==> src/rtl/m_ptw_mem_responder_pkg.sv <==
// Shared state encodings, default address window and range-check helper
// for the page-table walker's PTE memory responder.
package m_ptw_mem_responder_pkg;

    typedef enum logic [2:0] {
        S_IDLE  = 3'd0,
        S_ISSUE = 3'd1,
        S_WAIT  = 3'd2,
        S_HIT   = 3'd3,
        S_FAULT = 3'd4
    } state_t;

    localparam logic [31:0] DEF_MEM_BASE = 32'h0000_0000;
    localparam logic [31:0] DEF_MEM_SIZE = 32'h0800_0000;
    localparam int          DEF_TIMEOUT  = 1024;

    // The upper bound is formed in 33 bits so a window ending at 4 GiB cannot wrap.
    function automatic logic addr_ok(input logic [31:0] addr,
                                     input logic [31:0] base,
                                     input logic [31:0] size);
        logic [32:0] w_lim;
        w_lim = {1'b0, base} + {1'b0, size};
        return (addr[1:0] == 2'b00) &&
               ({1'b0, addr} >= {1'b0, base}) &&
               ({1'b0, addr} < w_lim);
    endfunction

endpackage

==> src/rtl/m_ptw_mem_responder_pte_buf.sv <==
// One-entry PTE buffer: tag, data and valid bit with flush and fill ports
// and a combinational hit output for the lookup address.
module m_pte_buf (
    input  logic        CLK,
    input  logic        RST,
    input  logic        i_flush,
    input  logic        i_fill,
    input  logic [31:0] i_fill_addr,
    input  logic [31:0] i_fill_data,
    input  logic [31:0] i_lookup_addr,
    output logic        o_hit,
    output logic [31:0] o_data
);

    logic        r_valid;
    logic [31:0] r_tag;
    logic [31:0] r_data;

    // Flush takes priority so a fill racing an invalidation never survives it.
    always_ff @(posedge CLK or posedge RST) begin
        if (RST) begin
            r_valid <= 1'b0;
            r_tag   <= 32'h0;
            r_data  <= 32'h0;
        end else if (i_flush) begin
            r_valid <= 1'b0;
        end else if (i_fill) begin
            r_valid <= 1'b1;
            r_tag   <= i_fill_addr;
            r_data  <= i_fill_data;
        end
    end

    assign o_hit  = r_valid && (r_tag == i_lookup_addr);
    assign o_data = r_data;

endmodule

==> src/rtl/m_ptw_mem_responder.sv <==
// PTE port responder: range/alignment check, one-entry PTE buffer, and a
// DRAM request/response sequencer presenting a busy/rdata contract to the walker.
module m_ptw_mem_responder
    import m_ptw_mem_responder_pkg::*;
#(
    parameter logic [31:0] MEM_BASE = DEF_MEM_BASE,
    parameter logic [31:0] MEM_SIZE = DEF_MEM_SIZE,
    parameter int          TIMEOUT  = DEF_TIMEOUT
) (
    input  logic        CLK,
    input  logic        RST,
    input  logic        i_req,
    input  logic        i_we,
    input  logic [31:0] i_addr,
    input  logic [31:0] i_wdata,
    input  logic        i_flush,
    output logic        o_busy,
    output logic [31:0] o_rdata,
    output logic        o_fault,
    output logic        o_dram_req,
    output logic        o_dram_we,
    output logic [31:0] o_dram_addr,
    output logic [31:0] o_dram_wdata,
    input  logic        i_dram_ready,
    input  logic        i_dram_valid,
    input  logic [31:0] i_dram_rdata
);

    localparam int CW = $clog2(TIMEOUT + 1);

    state_t         r_state;
    logic           r_busy;
    logic           r_fault;
    logic [31:0]    r_rdata;
    logic           r_we;
    logic [31:0]    r_addr;
    logic [31:0]    r_wdata;
    logic           r_nofill;
    logic [CW-1:0]  r_cnt;
    logic           r_dram_req;
    logic           r_dram_we;
    logic [31:0]    r_dram_addr;
    logic [31:0]    r_dram_wdata;

    logic           w_addr_ok;
    logic           w_buf_hit;
    logic [31:0]    w_buf_data;
    logic           w_fill;
    logic [31:0]    w_fill_data;

    assign w_addr_ok   = addr_ok(i_addr, MEM_BASE, MEM_SIZE);
    assign w_fill      = (r_state == S_WAIT) && i_dram_valid && !r_nofill && !i_flush;
    assign w_fill_data = r_we ? r_wdata : i_dram_rdata;

    m_pte_buf u_pte_buf (
        .CLK           (CLK),
        .RST           (RST),
        .i_flush       (i_flush),
        .i_fill        (w_fill),
        .i_fill_addr   (r_addr),
        .i_fill_data   (w_fill_data),
        .i_lookup_addr (i_addr),
        .o_hit         (w_buf_hit),
        .o_data        (w_buf_data)
    );

    always_ff @(posedge CLK or posedge RST) begin
        if (RST) begin
            r_state      <= S_IDLE;
            r_busy       <= 1'b0;
            r_fault      <= 1'b0;
            r_rdata      <= 32'h0;
            r_we         <= 1'b0;
            r_addr       <= 32'h0;
            r_wdata      <= 32'h0;
            r_nofill     <= 1'b0;
            r_cnt        <= '0;
            r_dram_req   <= 1'b0;
            r_dram_we    <= 1'b0;
            r_dram_addr  <= 32'h0;
            r_dram_wdata <= 32'h0;
        end else begin
            case (r_state)
                S_IDLE: begin
                    if (i_req) begin
                        r_we     <= i_we;
                        r_addr   <= i_addr;
                        r_wdata  <= i_wdata;
                        r_fault  <= 1'b0;
                        r_rdata  <= 32'h0;
                        r_nofill <= 1'b0;
                        r_cnt    <= '0;
                        r_busy   <= 1'b1;
                        // A flush arriving with the read forces the DRAM path.
                        if (!w_addr_ok) begin
                            r_state <= S_FAULT;
                        end else if (!i_we && w_buf_hit && !i_flush) begin
                            r_state <= S_HIT;
                        end else begin
                            r_state      <= S_ISSUE;
                            r_dram_req   <= 1'b1;
                            r_dram_we    <= i_we;
                            r_dram_addr  <= i_addr;
                            r_dram_wdata <= i_wdata;
                        end
                    end
                end
                S_FAULT: begin
                    r_fault <= 1'b1;
                    r_rdata <= 32'h0;
                    r_busy  <= 1'b0;
                    r_state <= S_IDLE;
                end
                S_HIT: begin
                    r_rdata <= w_buf_data;
                    r_busy  <= 1'b0;
                    r_state <= S_IDLE;
                end
                S_ISSUE: begin
                    if (i_flush) r_nofill <= 1'b1;
                    if (i_dram_ready) begin
                        r_dram_req   <= 1'b0;
                        r_dram_we    <= 1'b0;
                        r_dram_addr  <= 32'h0;
                        r_dram_wdata <= 32'h0;
                        r_cnt        <= '0;
                        r_state      <= S_WAIT;
                    end
                end
                S_WAIT: begin
                    if (i_flush) r_nofill <= 1'b1;
                    if (i_dram_valid) begin
                        if (!r_we) r_rdata <= i_dram_rdata;
                        r_busy  <= 1'b0;
                        r_state <= S_IDLE;
                    end else if (r_cnt == CW'(TIMEOUT - 1)) begin
                        r_fault <= 1'b1;
                        r_rdata <= 32'h0;
                        r_busy  <= 1'b0;
                        r_state <= S_IDLE;
                    end else begin
                        r_cnt <= r_cnt + CW'(1);
                    end
                end
                default: begin
                    r_busy  <= 1'b0;
                    r_state <= S_IDLE;
                end
            endcase
        end
    end

    assign o_busy       = r_busy;
    assign o_rdata      = r_rdata;
    assign o_fault      = r_fault;
    assign o_dram_req   = r_dram_req;
    assign o_dram_we    = r_dram_we;
    assign o_dram_addr  = r_dram_addr;
    assign o_dram_wdata = r_dram_wdata;

endmodule

==> config.mk <==
export PLATFORM = sky130hd
export DESIGN_NAME = m_ptw_mem_responder
export DESIGN_NICKNAME = d
export VERILOG_FILES = /design/src/rtl/m_ptw_mem_responder_pkg.sv /design/src/rtl/m_ptw_mem_responder_pte_buf.sv /design/src/rtl/m_ptw_mem_responder.sv
export SDC_FILE = /design/constraint.sdc
export NUM_CORES = 1
export LEC_CHECK = 0
export BUFFER_PORTS_ARGS = -buffer_cell sky130_fd_sc_hd__buf_2
export CAP_MARGIN = 20
export CORE_ASPECT_RATIO = 0.8
export CORE_MARGIN = 10
export CORE_UTILIZATION = 55
export DETAILED_ROUTE_END_ITERATION = 7
export HOLD_SLACK_MARGIN = 0.02
export PLACE_DENSITY = 0.81
export SETUP_SLACK_MARGIN = 0.15
export SLEW_MARGIN = 20
export SYNTH_ARGS = -nofsm -noshare
export SYNTH_HDL_FRONTEND = slang
export SYNTH_SLANG_ARGS = --single-unit
==> constraint.sdc <==
create_clock -name CLK -period 7.7 [get_ports CLK]
set_input_delay 0 -clock CLK [delete_from_list [all_inputs] [get_ports CLK]]
set_output_delay 0 -clock CLK [all_outputs]
set_load 0.1 [all_outputs]
* Yosys cells after proc, flatten, opt, wreduce, memory -nomap -nowiden
Cells that the tools add are included.
** Word-level totals
- Register bits :: 245
- Latch bits :: 0
- Memory bits (writable) :: 0
- ROM bits :: 0
- Output and inout port bits :: 100
- Word-level logic and storage cells :: 112
- Memories :: 0
** Cells by class
- Add/subtract/negate cells :: 1
- $mul :: 0
- Divide/modulo/power cells :: 0
- Magnitude comparators :: 1
- Eq/ne operators :: 16
- Shift operators :: 0
- Multiplexer cells :: 48
- Bitwise logic cells :: 2
- Reduce and logical (&&, ||, !) cells :: 28
** Operator list (count)
- $mux 32 :: 12
- $pmux 32 s2 :: 2
- $pmux 32 s4 :: 1
- $mux 11 :: 4
- $pmux 11 s3 :: 1
- $eq 32x32->1 :: 1
- $lt 32x28->1 const B :: 1
- $mux 1 :: 16
- $mux 3 :: 5
- $ne 2x2->1 const B :: 6
- $add 11x1->11 const B :: 1
- $eq 11x10->1 const B :: 1
- $reduce_and 5->1 :: 2
- $pmux 3 s3 :: 1
- $reduce_and 3->1 :: 3
- $reduce_and 4->1 :: 2
- $logic_and 1x1->1 :: 7
- $eq 3x2->1 const B :: 2
- $pmux 1 s2 :: 3
- $pmux 1 s3 :: 2
- $reduce_bool 2->1 :: 3
- $reduce_bool 3->1 :: 2
- $ne 2x1->1 const B :: 2
- $reduce_and 2->1 :: 2
- 11 further kinds :: 14

* Longest topological paths before layout
- Word-level depth :: 8
- Depth in mapped cells :: 9

* By module
Synthesis repeated with hierarchy kept, for this count alone.
** Second synthesis, totals
- Cell total of the unflattened synthesis :: 844
- Area, all modules :: 11110.7 um^2
** Modules (own cells, without submodules)
- m_ptw_mem_responder :: instances 1, cells an instance 660, area each 8311.7 um^2, sequential area each 4504.3 um^2
- m_pte_buf :: instances 1, cells an instance 184, area each 2798.9 um^2, sequential area each 1626.6 um^2

* Worst setup path after synthesis
No wires, ideal clock.
- Path kind :: flip-flop to flip-flop
- Start point :: register r_state[2]
- End point :: register r_dram_wdata[13], in the netlist o_dram_wdata[13]
- Setup time :: 0.122 ns
- Arrival :: 1.985 ns
- Required time :: 7.578 ns
- Slack :: 5.593 ns
- Stages on the path, launching flop included :: 10
- Cells stage by stage :: dfrtp_1 -> or2_1 -> or4_4 -> nor2_1 -> nand3_1 -> nor2b_1 -> clkbuf_1 -> buf_2 -> buf_6 -> a22o_1
** On the way
- Word-level cells in the longest chain between the ends :: 3
- Elaborated cells between the ends (all ways) :: 9
- Those cells by class :: eq/ne: 5; mux: 1; reduce/logical: 3
** Ends and longest elaborated chain
- start: declaration :: RTL line m_ptw_mem_responder.sv:31 : state_t r_state;
- start signal: assignment :: RTL line m_ptw_mem_responder.sv:69 : r_state <= S_IDLE;
- start signal: assignment :: RTL line m_ptw_mem_responder.sv:96 : r_state <= S_FAULT;
- start signal: assignment :: RTL line m_ptw_mem_responder.sv:98 : r_state <= S_HIT;
- $eq 3x1->1 or $logic_not 3->1 (tied branches) :: RTL line m_ptw_mem_responder.sv:83 : case (r_state)
- $ne 2x2->1 (no source line) or $reduce_bool 2->1 (tied branches)
- $reduce_and 5->1 (no source line)
- end signal: assignment :: RTL line m_ptw_mem_responder.sv:104 : r_dram_wdata <= i_wdata;
- end: declaration :: RTL line m_ptw_mem_responder.sv:43 : logic [31:0] r_dram_wdata;
Parallel ways exist; a longest one is shown, timed or not.
A chain may end at the register's enable or synchronous reset.

* Final worst setup path
- Start point :: register r_state[0]
- End point :: register r_dram_wdata[13], in the netlist o_dram_wdata[13]
The elaborated chain is that of the path after synthesis.

==> results.sh <==
export IMPL_crit_family="buffers and inverters"
export IMPL_ioPinCount=203
export IMPL_groute_usage_overall_pct=23.5
export IMPL_final_util_pct=72.9
export IMPL_p_comb_share_pct=15.4
export IMPL_hold_violations=0
export IMPL_p_sw_uw=897
export IMPL_post_cts_resized=0
export IMPL_cp_slowest_cell="dfrtp_2"
export IMPL_power_mw=3.16
export IMPL_synth_top_area_share_pct=58.9
export IMPL_grt_max_degree=104
export IMPL_first_pass_iters=5
export IMPL_report_final_slew_viol_count=0
export IMPL_ant_nets=0
export IMPL_clk_pin_slew_ns=0.06
export IMPL_fin_crit_ns=3.34
export IMPL_synth_avg_cell_area_um2=10.9
export IMPL_dpl_instance_area_mm2=0.0115
export IMPL_grtUsageMet3_pct=5.27
export IMPL_p_per_area_mw_per_mm2=235
export IMPL_ys_ff_latch=245
export IMPL_io_buffers=202
export IMPL_grtUsageMet2_pct=37.9
export IMPL_synth_edf_count=0
export IMPL_hold_worst_slack_ns=0.155
export IMPL_worstHoldPathType="primary input to async pin"
export IMPL_busiest_layer="met2"
export IMPL_worstSkewPairLatency_ns=0.52
export IMPL_cts_made_buffers=25
export IMPL_synth_main_ff_cell="dfrtp_1"
export IMPL_fin_ws_ns=4.36
export IMPL_crit_path_max_fanout=68
export IMPL_drc=0
export IMPL_intPower_mw=2.26
export IMPL_stdcell_area_mm2=0.0134
export IMPL_maxSlewHeadroom_pct=28.2
export IMPL_rsz0062_at_grt="no"
export IMPL_synth_seq_area_share_pct=58.9
export IMPL_syn_area_mm2=0.0104
export IMPL_cp_data_arrival_time_ns=3.79
export IMPL_cp_slowest_stage_delay_ns=0.74
export IMPL_switching_share_pct=28.4
export IMPL_status="completed"
export IMPL_fp_dieW_um=174
export IMPL_yosysTopAreaCell="dfrtp_1"
export IMPL_vias=8658
export IMPL_viasPerCell=5.76
export IMPL_clock_sinks=245
export IMPL_period_share_pct=43.3
export IMPL_chipHeight_um=143
export IMPL_dp_hpwl_um=18100
export IMPL_yosys_warnings=0
export IMPL_critical_path_required_ns=8.15
export IMPL_grt_pass1_vias=9021
export IMPL_grt_pass1_wl_um=48200
export IMPL_cts_max_level=1
export IMPL_drt_iter0_markers=804
export IMPL_pre_cts_ws_ns=4.44
export IMPL_setup_violations=0
export IMPL_startpoint_type="flop"
export IMPL_core_area_mm2=0.0184
export IMPL_endpoint_kind="flop"
export IMPL_worst_slew_pin_slew_ns=1.08
export IMPL_setup_tns_ns=0
export IMPL_area_growth_pct=28.9
export IMPL_place_gp_congestion=0.900
export IMPL_final_cells=1502
export IMPL_fillers=1280
export IMPL_met1_usage_pct=30.6
export IMPL_wl_per_cell_um=20.1
export IMPL_overflow=0
export IMPL_crit_buf_inv=2
export IMPL_synthTopCellsByArea="dfrtp_1, nand2_1, a22o_1"
export IMPL_drive_gt1_share_pct=24.1
export IMPL_antenna_found_initial=2
export IMPL_wirelength_um=30200
export IMPL_path_cells="nor3_2 -> buf_4 -> nand2_1 -> nor2b_4 -> buf_4 -> a22o_1"
export IMPL_synth_cell_types=38
export IMPL_cap_violations=0
export IMPL_syn_num_nets=1063
export IMPL_clockBufferDepth=3
export IMPL_dieArea_mm2=0.0249
export IMPL_cts_root_buffer="clkbuf_16"
export IMPL_fmax_mhz=300
export IMPL_crit_type="flop to flop"
export IMPL_p_leak_nw=6.76
export IMPL_postSynthCellCount=959
export IMPL_power_frac_clock_pct=39.0
export IMPL_fin_nets=1335
export IMPL_seq_power_share_pct=45.7
export IMPL_fin_worst_skew_ns=0.0115
export IMPL_path_common_cell="buf_4"
export IMPL_synthArstFlopShare_pct=100
export IMPL_irDropWorstVdd_uv=147
export IMPL_rows=44
export IMPL_initial_core_util_pct=56.6
export IMPL_cts_tree="yes"
export IMPL_dp_cells=1354
==> placed cells by master (no fill, tap or decap), types with 4 or more instances in the layout <==
cell and instances:
buf_2 202, nand3_1 7, xnor2_1 40, nor3_1 8, a22o_1 59, nand2_1 238
o41ai_1 32, nand4_1 19, nor2_1 26, dlygate4sd3_1 103, clkbuf_8 4, mux2_2 32
a22oi_1 31, nand2b_1 4, o21ai_0 69, buf_4 10, dfrtp_1 243, mux2i_1 32
and2_1 8, a21oi_1 6, clkinv_2 7, clkbuf_16 25
==> power by group through the flow <==
stage	logic, mW	clock network [mW]	registers (mW)
finish	0.485	1.23	1.44
global route	0.519	1.29	1.45
CTS	0.482	1.25	1.44
detailed placement	0.440	0	1.46
global placement	0.429	0	1.46
floorplan	0.177	0	1.60
==> flip-flops by register name (all words and copies together) (netlist names) <==
register,flops
o_dram_we,1
u_pte_buf.r_valid,1
r_cnt,11
o_busy,1
u_pte_buf.o_data,32
r_state,3
r_we,1
r_nofill,1
o_dram_wdata,32
r_addr,32
u_pte_buf.r_tag,32
o_dram_addr,32
o_dram_req,1
o_rdata,32
o_fault,1
r_wdata,32
==> tightest hold or removal path: cells and delay by family <==
family   cells  cell delay (ns)
buf+inv      3             1.14
==> synth_stat cells, types with 2 or more instances <==
cell and count:
nor2_1 26, o21a_1 3, xnor2_1 40, mux2_2 32
o41ai_1 32, mux2i_1 32, dfrtp_1 245, and2_1 8
buf_1 4, nor3b_1 2, nor2b_1 3, clkbuf_1 54
a21oi_1 7, a22oi_1 31, o21ai_0 70, nor4_1 4
nand2b_1 4, nor3_1 9, nor4_2 2, a22o_1 59
nand2_1 239, buf_2 5, buf_8 5, nand3_1 8
inv_1 4, nand4_1 19
==> kinds of logic (layout without fill, tap and decap cells) <==
| group | after synthesis | in the layout | share of synthesized area, % |
|---|---|---|---|
| xor gates and xnor gates | 40 | 40 | 3.37 |
| muxes | 64 | 64 | 6.54 |
| AOI/OAI and AO/OA | 204 | 204 | 14.0 |
| other | 0 | 2 | 0 |
| and+or+nand+nor | 330 | 330 | 13.6 |
| DFF | 245 | 245 | 58.9 |
| adders and majority gates | 1 | 1 | 0.120 |
| buffers and inverters | 75 | 363 | 3.55 |
==> final timing paths <==
check	startpoint	to	slack, ns	cells after the start
max	r_state[0]	o_dram_wdata[13]	4.36	6
max reg2reg	r_state[0]	o_dram_wdata[13]	4.36	6
min	RST	o_dram_addr[6]	0.16	3
max in group asynchronous	RST	r_wdata[10]	6.09	4
min in group CLK	i_wdata[21]	r_wdata[21]	0.22	4
min reg2reg	r_addr[8]	r_addr[8]	0.47	2
==> timing repair <==
action / in CTS / in global routing
setup buffers: 0 / 0
endpoints found under the hold margin: 295 / 0
hold buffers: 103 / 0
==> metal layers <==
metal  vias to the layer above  share of wire, %
met5                         -                 0
met4                         0               3.7
met3                        98               7.1
met2                       370                47
met1                      4285                42
li1                       3905                 -
==> layout make-up <==
class                           count  area (um2)  share of cell area, %
Sequential cell                   245        6130                   45.7
Multi-Input combinational cell    639        3950                   29.5
Timing Repair Buffer              316        2140                   16.0
Clock buffer                       30         684                   5.10
Tap cell                          253         317                   2.36
Clock inverter                     13         150                   1.12
Inverter                            4        22.5                  0.168
Antenna cell                        2        5.00                 0.0373
Note: power is estimated with default switching activity, not from simulation.
